### src/rtl/piso_serializer.sv
// Parallel-in, serial-out transmitter: valid/ready word load, MSB- or LSB-first shift-out on sout.
// Define PISO_PARITY_EN to append an even-parity bit after the N data bits.
module piso_serializer #(
    parameter int   N          = 4,
    parameter logic IDLE_LEVEL = 1'b0
) (
    input  logic         clk,
    input  logic         rst,
    input  logic         en,
    input  logic         load_valid,
    output logic         load_ready,
    input  logic [N-1:0] din,
    input  logic         dir,
    output logic         sout,
    output logic         busy,
    output logic         done
);

    localparam int CW = $clog2(N + 1);
    localparam logic [CW-1:0] LAST_CNT = CW'(N);

    typedef enum logic [1:0] {
        IDLE   = 2'd0,
        SHIFT  = 2'd1,
        PARITY = 2'd2
    } state_t;

    state_t        state_q, state_d;
    logic [N-1:0]  shreg_q, shreg_d;
    logic [CW-1:0] count_q, count_d;
    logic          dir_q, dir_d;
    logic          sout_q, sout_d;
    logic          busy_q, busy_d;
    logic          done_q, done_d;
`ifdef PISO_PARITY_EN
    logic          parity_q, parity_d;
`endif

    // Handshake: a word is taken on a posedge where load_valid && load_ready.
    assign load_ready = (state_q == IDLE) && en && rst;
    assign sout       = sout_q;
    assign busy       = busy_q;
    assign done       = done_q;

    always_comb begin
        state_d = state_q;
        shreg_d = shreg_q;
        count_d = count_q;
        dir_d   = dir_q;
        sout_d  = sout_q;
        busy_d  = busy_q;
        done_d  = 1'b0;
`ifdef PISO_PARITY_EN
        parity_d = parity_q;
`endif
        if (en) begin
            case (state_q)
                IDLE: begin
                    if (load_valid) begin
                        // The first bit leaves on the load edge; the register keeps the remainder.
                        dir_d   = dir;
                        sout_d  = dir ? din[0] : din[N-1];
                        shreg_d = dir ? (din >> 1) : (din << 1);
                        count_d = CW'(1);
                        state_d = SHIFT;
                        busy_d  = 1'b1;
`ifdef PISO_PARITY_EN
                        parity_d = ^din;
`endif
                    end
                end
                SHIFT: begin
                    if (count_q < LAST_CNT) begin
                        sout_d  = dir_q ? shreg_q[0] : shreg_q[N-1];
                        shreg_d = dir_q ? (shreg_q >> 1) : (shreg_q << 1);
                        count_d = count_q + CW'(1);
                    end else begin
`ifdef PISO_PARITY_EN
                        sout_d  = parity_q;
                        state_d = PARITY;
`else
                        sout_d  = IDLE_LEVEL;
                        state_d = IDLE;
                        busy_d  = 1'b0;
                        done_d  = 1'b1;
`endif
                    end
                end
                PARITY: begin
                    sout_d  = IDLE_LEVEL;
                    state_d = IDLE;
                    busy_d  = 1'b0;
                    done_d  = 1'b1;
                end
                default: begin
                    state_d = IDLE;
                    sout_d  = IDLE_LEVEL;
                    busy_d  = 1'b0;
                end
            endcase
        end
    end

    always_ff @(posedge clk) begin
        if (!rst) begin
            state_q <= IDLE;
            shreg_q <= '0;
            count_q <= '0;
            dir_q   <= 1'b0;
            sout_q  <= IDLE_LEVEL;
            busy_q  <= 1'b0;
            done_q  <= 1'b0;
`ifdef PISO_PARITY_EN
            parity_q <= 1'b0;
`endif
        end else begin
            state_q <= state_d;
            shreg_q <= shreg_d;
            count_q <= count_d;
            dir_q   <= dir_d;
            sout_q  <= sout_d;
            busy_q  <= busy_d;
            done_q  <= done_d;
`ifdef PISO_PARITY_EN
            parity_q <= parity_d;
`endif
        end
    end

endmodule

### config.mk
export PLATFORM = sky130hd
export DESIGN_NAME = piso_serializer
export DESIGN_NICKNAME = d
export VERILOG_FILES = /design/src/rtl/piso_serializer.sv
export SDC_FILE = /design/constraint.sdc
export NUM_CORES = 1
export LEC_CHECK = 0
export ABC_AREA = 0
export CAP_MARGIN = 20
export CORE_AREA = 2 2 39 41
export CTS_BUF_LIST = sky130_fd_sc_hd__clkbuf_4 sky130_fd_sc_hd__clkbuf_8
export DETAILED_ROUTE_END_ITERATION = 10
export DIE_AREA = 0 0 41 43
export PLACE_DENSITY = 0.74
export SYNTH_ARGS = -nofsm -noshare
export SYNTH_HDL_FRONTEND = slang
export SYNTH_SLANG_ARGS = --single-unit
### constraint.sdc
create_clock -name clk -period 1.25 [get_ports clk]
set_clock_uncertainty 0.05 [all_clocks]
set_input_delay 0.3125 -clock clk [delete_from_list [all_inputs] [get_ports clk]]
set_output_delay 0.3125 -clock clk [all_outputs]
set_load 0.05 [all_outputs]
# Yosys cells after proc, flatten, opt, wreduce, memory -nomap -nowiden
# Index checks and enable logic that the tools add are counted.
# op_classes
addsub	1
n_reduce_logical	9
eq_ne	5
mux	21
order_cmp	1
# ops
op	n
$mux W4	4
$pmux W4 S2	1
$mux W1	7
$mux W3	2
$ne A2 B2 Y1 const B	3
$pmux W1 S2	3
$pmux W3 S2	1
$reduce_and A3 Y1	2
$mux W2	2
$pmux W2 S2	1
$reduce_and A2 Y1	2
$reduce_and A4 Y1	1
$add A3 B1 Y3 const B	1
$lt A3 B3 Y1 const B	1
$eq A2 B1 Y1 const B	1
$eq A2 B2 Y1 const B	1
$logic_and A1 B1 Y1	2
$logic_not A2 Y1	1
$reduce_bool A2 Y1	1
# totals
regBits	13
inputBits	9
out_inout_bits	4

# Depth between registers and ports, before layout
# logic_depth
word_depth	3
depth_mapped	5

# Least setup slack after synthesis
# Ideal clock, no wire load.
# synth_timing
path_kind	flip-flop to output port
from	reg, netlist name busy
to	out load_ready
setup_slack_ns	-0.625
n_path_buf	2
t_required_ns	0.887
arrival_time_ns	1.513
stages_incl_launch_ff	4
path_cell_list	dfxtp_1 -> buf_6 -> buf_2 -> nor2_1
# synth_rtl
element	line	text
end: declaration	11	output logic load_ready,

# Worst setup path after layout
# layout_timing
from	reg busy_q, in the netlist busy
to	out busy
# layout_rtl
element	line	text
start: declaration	33	logic busy_q, busy_d;
start signal: assignment	122	busy_q <= busy_d;
end: declaration	15	output logic busy,
# No word-level cell between the ends.

==> reports/metrics.cfg <==
[run_status]
status = finished, violations left
violations = setup timing

[clock_network]
clk_pin_slew_ps = 60
cts.sinks = 11
cts_made_buffers = 3
htreeDepth = 1
cts_root_buf = clkbuf_4
cts.hold.buffers_added = 0
cts_buffer_depth = 2
cts_tree = done
clkLatencyLatePin_ps = 270

[yosys]
async_reset_ff_share_pct = 0
ys_ff_latch = 11
ys.flop_type = dfxtp_1
yosys_warnings = 0
synth_cell_types = 25
syn_area_um2 = 628
postSynthCellCount = 75
yosys.area.top_type = dfxtp_1
ys_top_cells_by_count = dfxtp_1, nand2_1, nor2_1, mux2i_1, o21ai_0
synth_area_leaders = dfxtp_1, mux2i_1, nand2_1, nor2_1, mux2_2
synth_top_area_share_pct = 35.1
yosysSeqAreaShare_pct = 35.1
synth_fp_nets = 85
synth_edf_count = 0
syn_avg_cell_area_um2 = 8.37

[placed_design]
port_buffers = 12
post-place-ws_ps = -403
post-place-cells = 111
gp_congestion = 0.765
place_area_um2 = 886
dp_hpwl_um = 1090

[route]
firstDrtPassIters = 3
avgRoutedWirePerCell_um = 12.0
ant_nets = 0
via_count = 582
wirelength_um = 1400
drtIter0Drc = 4
drc_errors = 0
avgViaCountPerCell = 4.97

[flow_run]
cap_violations = 0

[critical_path]
crit_path_start_kind = register
reg2reg_slack_ps = 50
worstPathMaxFanout = 4
r2r_start = busy$_SDFFE_PN0P_
critical_path_class = reg2out
reg2reg_depth = 4
critPathCaptureType = output port
critPathRequiredTime_ps = 890
cp.arrival_ps = 900
r2r_end = shreg_q[3]$_SDFFE_PN0P_
endpoint = busy
crit_start = busy$_SDFFE_PN0P_

[worst_hold_path]
hp-start = rst
hp-class = in2reg

[floorplan]
initial_utilization_pct = 45.4
die_h_um = 43
num_rows = 14
dieArea_mm2 = 0.00176
die_x_um = 41
coreArea_mm2 = 0.00138
ios = 13

[timing]
fin_crit_ps = 1260
fin_setup_tns_ps = -10.3
worst_slew_pin_slew_ps = 255
rsz0062_at_grt = yes
clock.fmax_mhz = 793
whs_ps = 272
finalSetupViolations = 1
slew_violations = 0
hold_violations = 0
max-slew-margin-rel_pct = 82.9
fin_crit_sh_pct = 101
final.setup.worst_slack_ps = -10.3

[power_and_ir_drop]
finalPower_mw = 0.871
power_density_mw_per_mm2 = 935
leakagePower_nw = 0.409
peakVddDrop_mv = 0.693

[grt]
grt_pass1_wl_um = 2150
grt-ovfl-total = 0
first_global_vias = 514
antenna_found_initial = 0
grt_usage_pct = 18.3
grt_max_degree = 10

[layout]
nets = 112
fin_cells = 117
n_antenna_cell = 0
fin_area_um2 = 932
final_layout_size_suffix_gt1_share_pct = 33.7
fin_util_pct = 67.4
n_fill_cell = 114
synthToLayoutAreaGrowth_pct = 48.4

-- power breakdown --
part | total, mW | internal, mW | leakage [nW] | switching (mW)
clock network | 0.264 | 0.145 | 0.0184 | 0.119
registers | 0.383 | 0.367 | 0.0904 | 0.0161
logic | 0.224 | 0.122 | 0.300 | 0.102
-- worst min-delay path by stage --
stage / slack, ps / endpoint / cells past startpoint
after floorplan: 400 / shreg_q[1]$_SDFFE_PN0P_ / 2
after global placement: 420 / shreg_q[1]$_SDFFE_PN0P_ / 2
after detailed placement: 430 / shreg_q[1]$_SDFFE_PN0P_ / 2
after CTS: 410 / done$_SDFF_PN0_ / 3
after global routing: 290 / done$_SDFF_PN0_ / 3
final: 270 / done$_SDFF_PN0_ / 3
-- area by class of cell --
class / instances / area (µm²) / area share (%)
multi-input combinational: 57 / 375 / 40.3
timing repair buffer: 28 / 279 / 29.9
sequential: 11 / 224 / 24.0
clock buffer: 4 / 30.0 / 3.22
tap: 16 / 20.0 / 2.15
inverter: 1 / 3.75 / 0.403
-- cells in the final DEF, fill, tap and decap left out, drive strengths merged --
cell type,n
and2b,1
a311oi,1
dfxtp,11
a21oi,3
ha,1
mux2i,7
nor2b,2
a22oi,1
nor2,9
a21o,2
nand3,3
dlygate4sd2,2
clkbuf,6
nand2,11
o2bb2ai,1
or2,1
o21ai,9
mux2,3
clkdlybuf4s50,4
inv,1
buf,20
o21a,1
a31oi,1
-- critical path, cell delays in order (launching register included) --
cell and delay (ps):
dfxtp_4 360, buf_6 130, buf_12 140
-- flip-flops by register name, summed over array words and instances, names as in the netlist --
name	cells
busy	1
count_q	3
dir_q	1
done	1
shreg_q	4
sout	1
-- routing by layer --
metal | part of all wire [%] | GRT usage, % | vias to the layer above
li1 | - | - | 308
met1 | 44 | 22.3 | 259
met2 | 50 | 28.7 | 13
met3 | 4.5 | 3.14 | 2
met4 | 1.5 | 10.0 | 0
met5 | 0 | 0 | -
-- cells by family after synthesis --
kind of cell             synth area share, %
adder cells (fa/ha/maj)                 1.99
buffers and inverters                   6.77
AO/OA/AOI/OAI                           19.9
flip-flops                              35.1
multiplexers                            16.5
AND/OR/NAND/NOR                         19.7
-- repair_timing --
| action | in CTS | in global routing |
|---|---|---|
| setup endpoints to repair | 9 | 8 |
| pin swaps | 3 | 6 |
| resized for setup | 7 | 5 |
| setup buffers | 2 | 0 |
(Power assumes the default switching activity.)
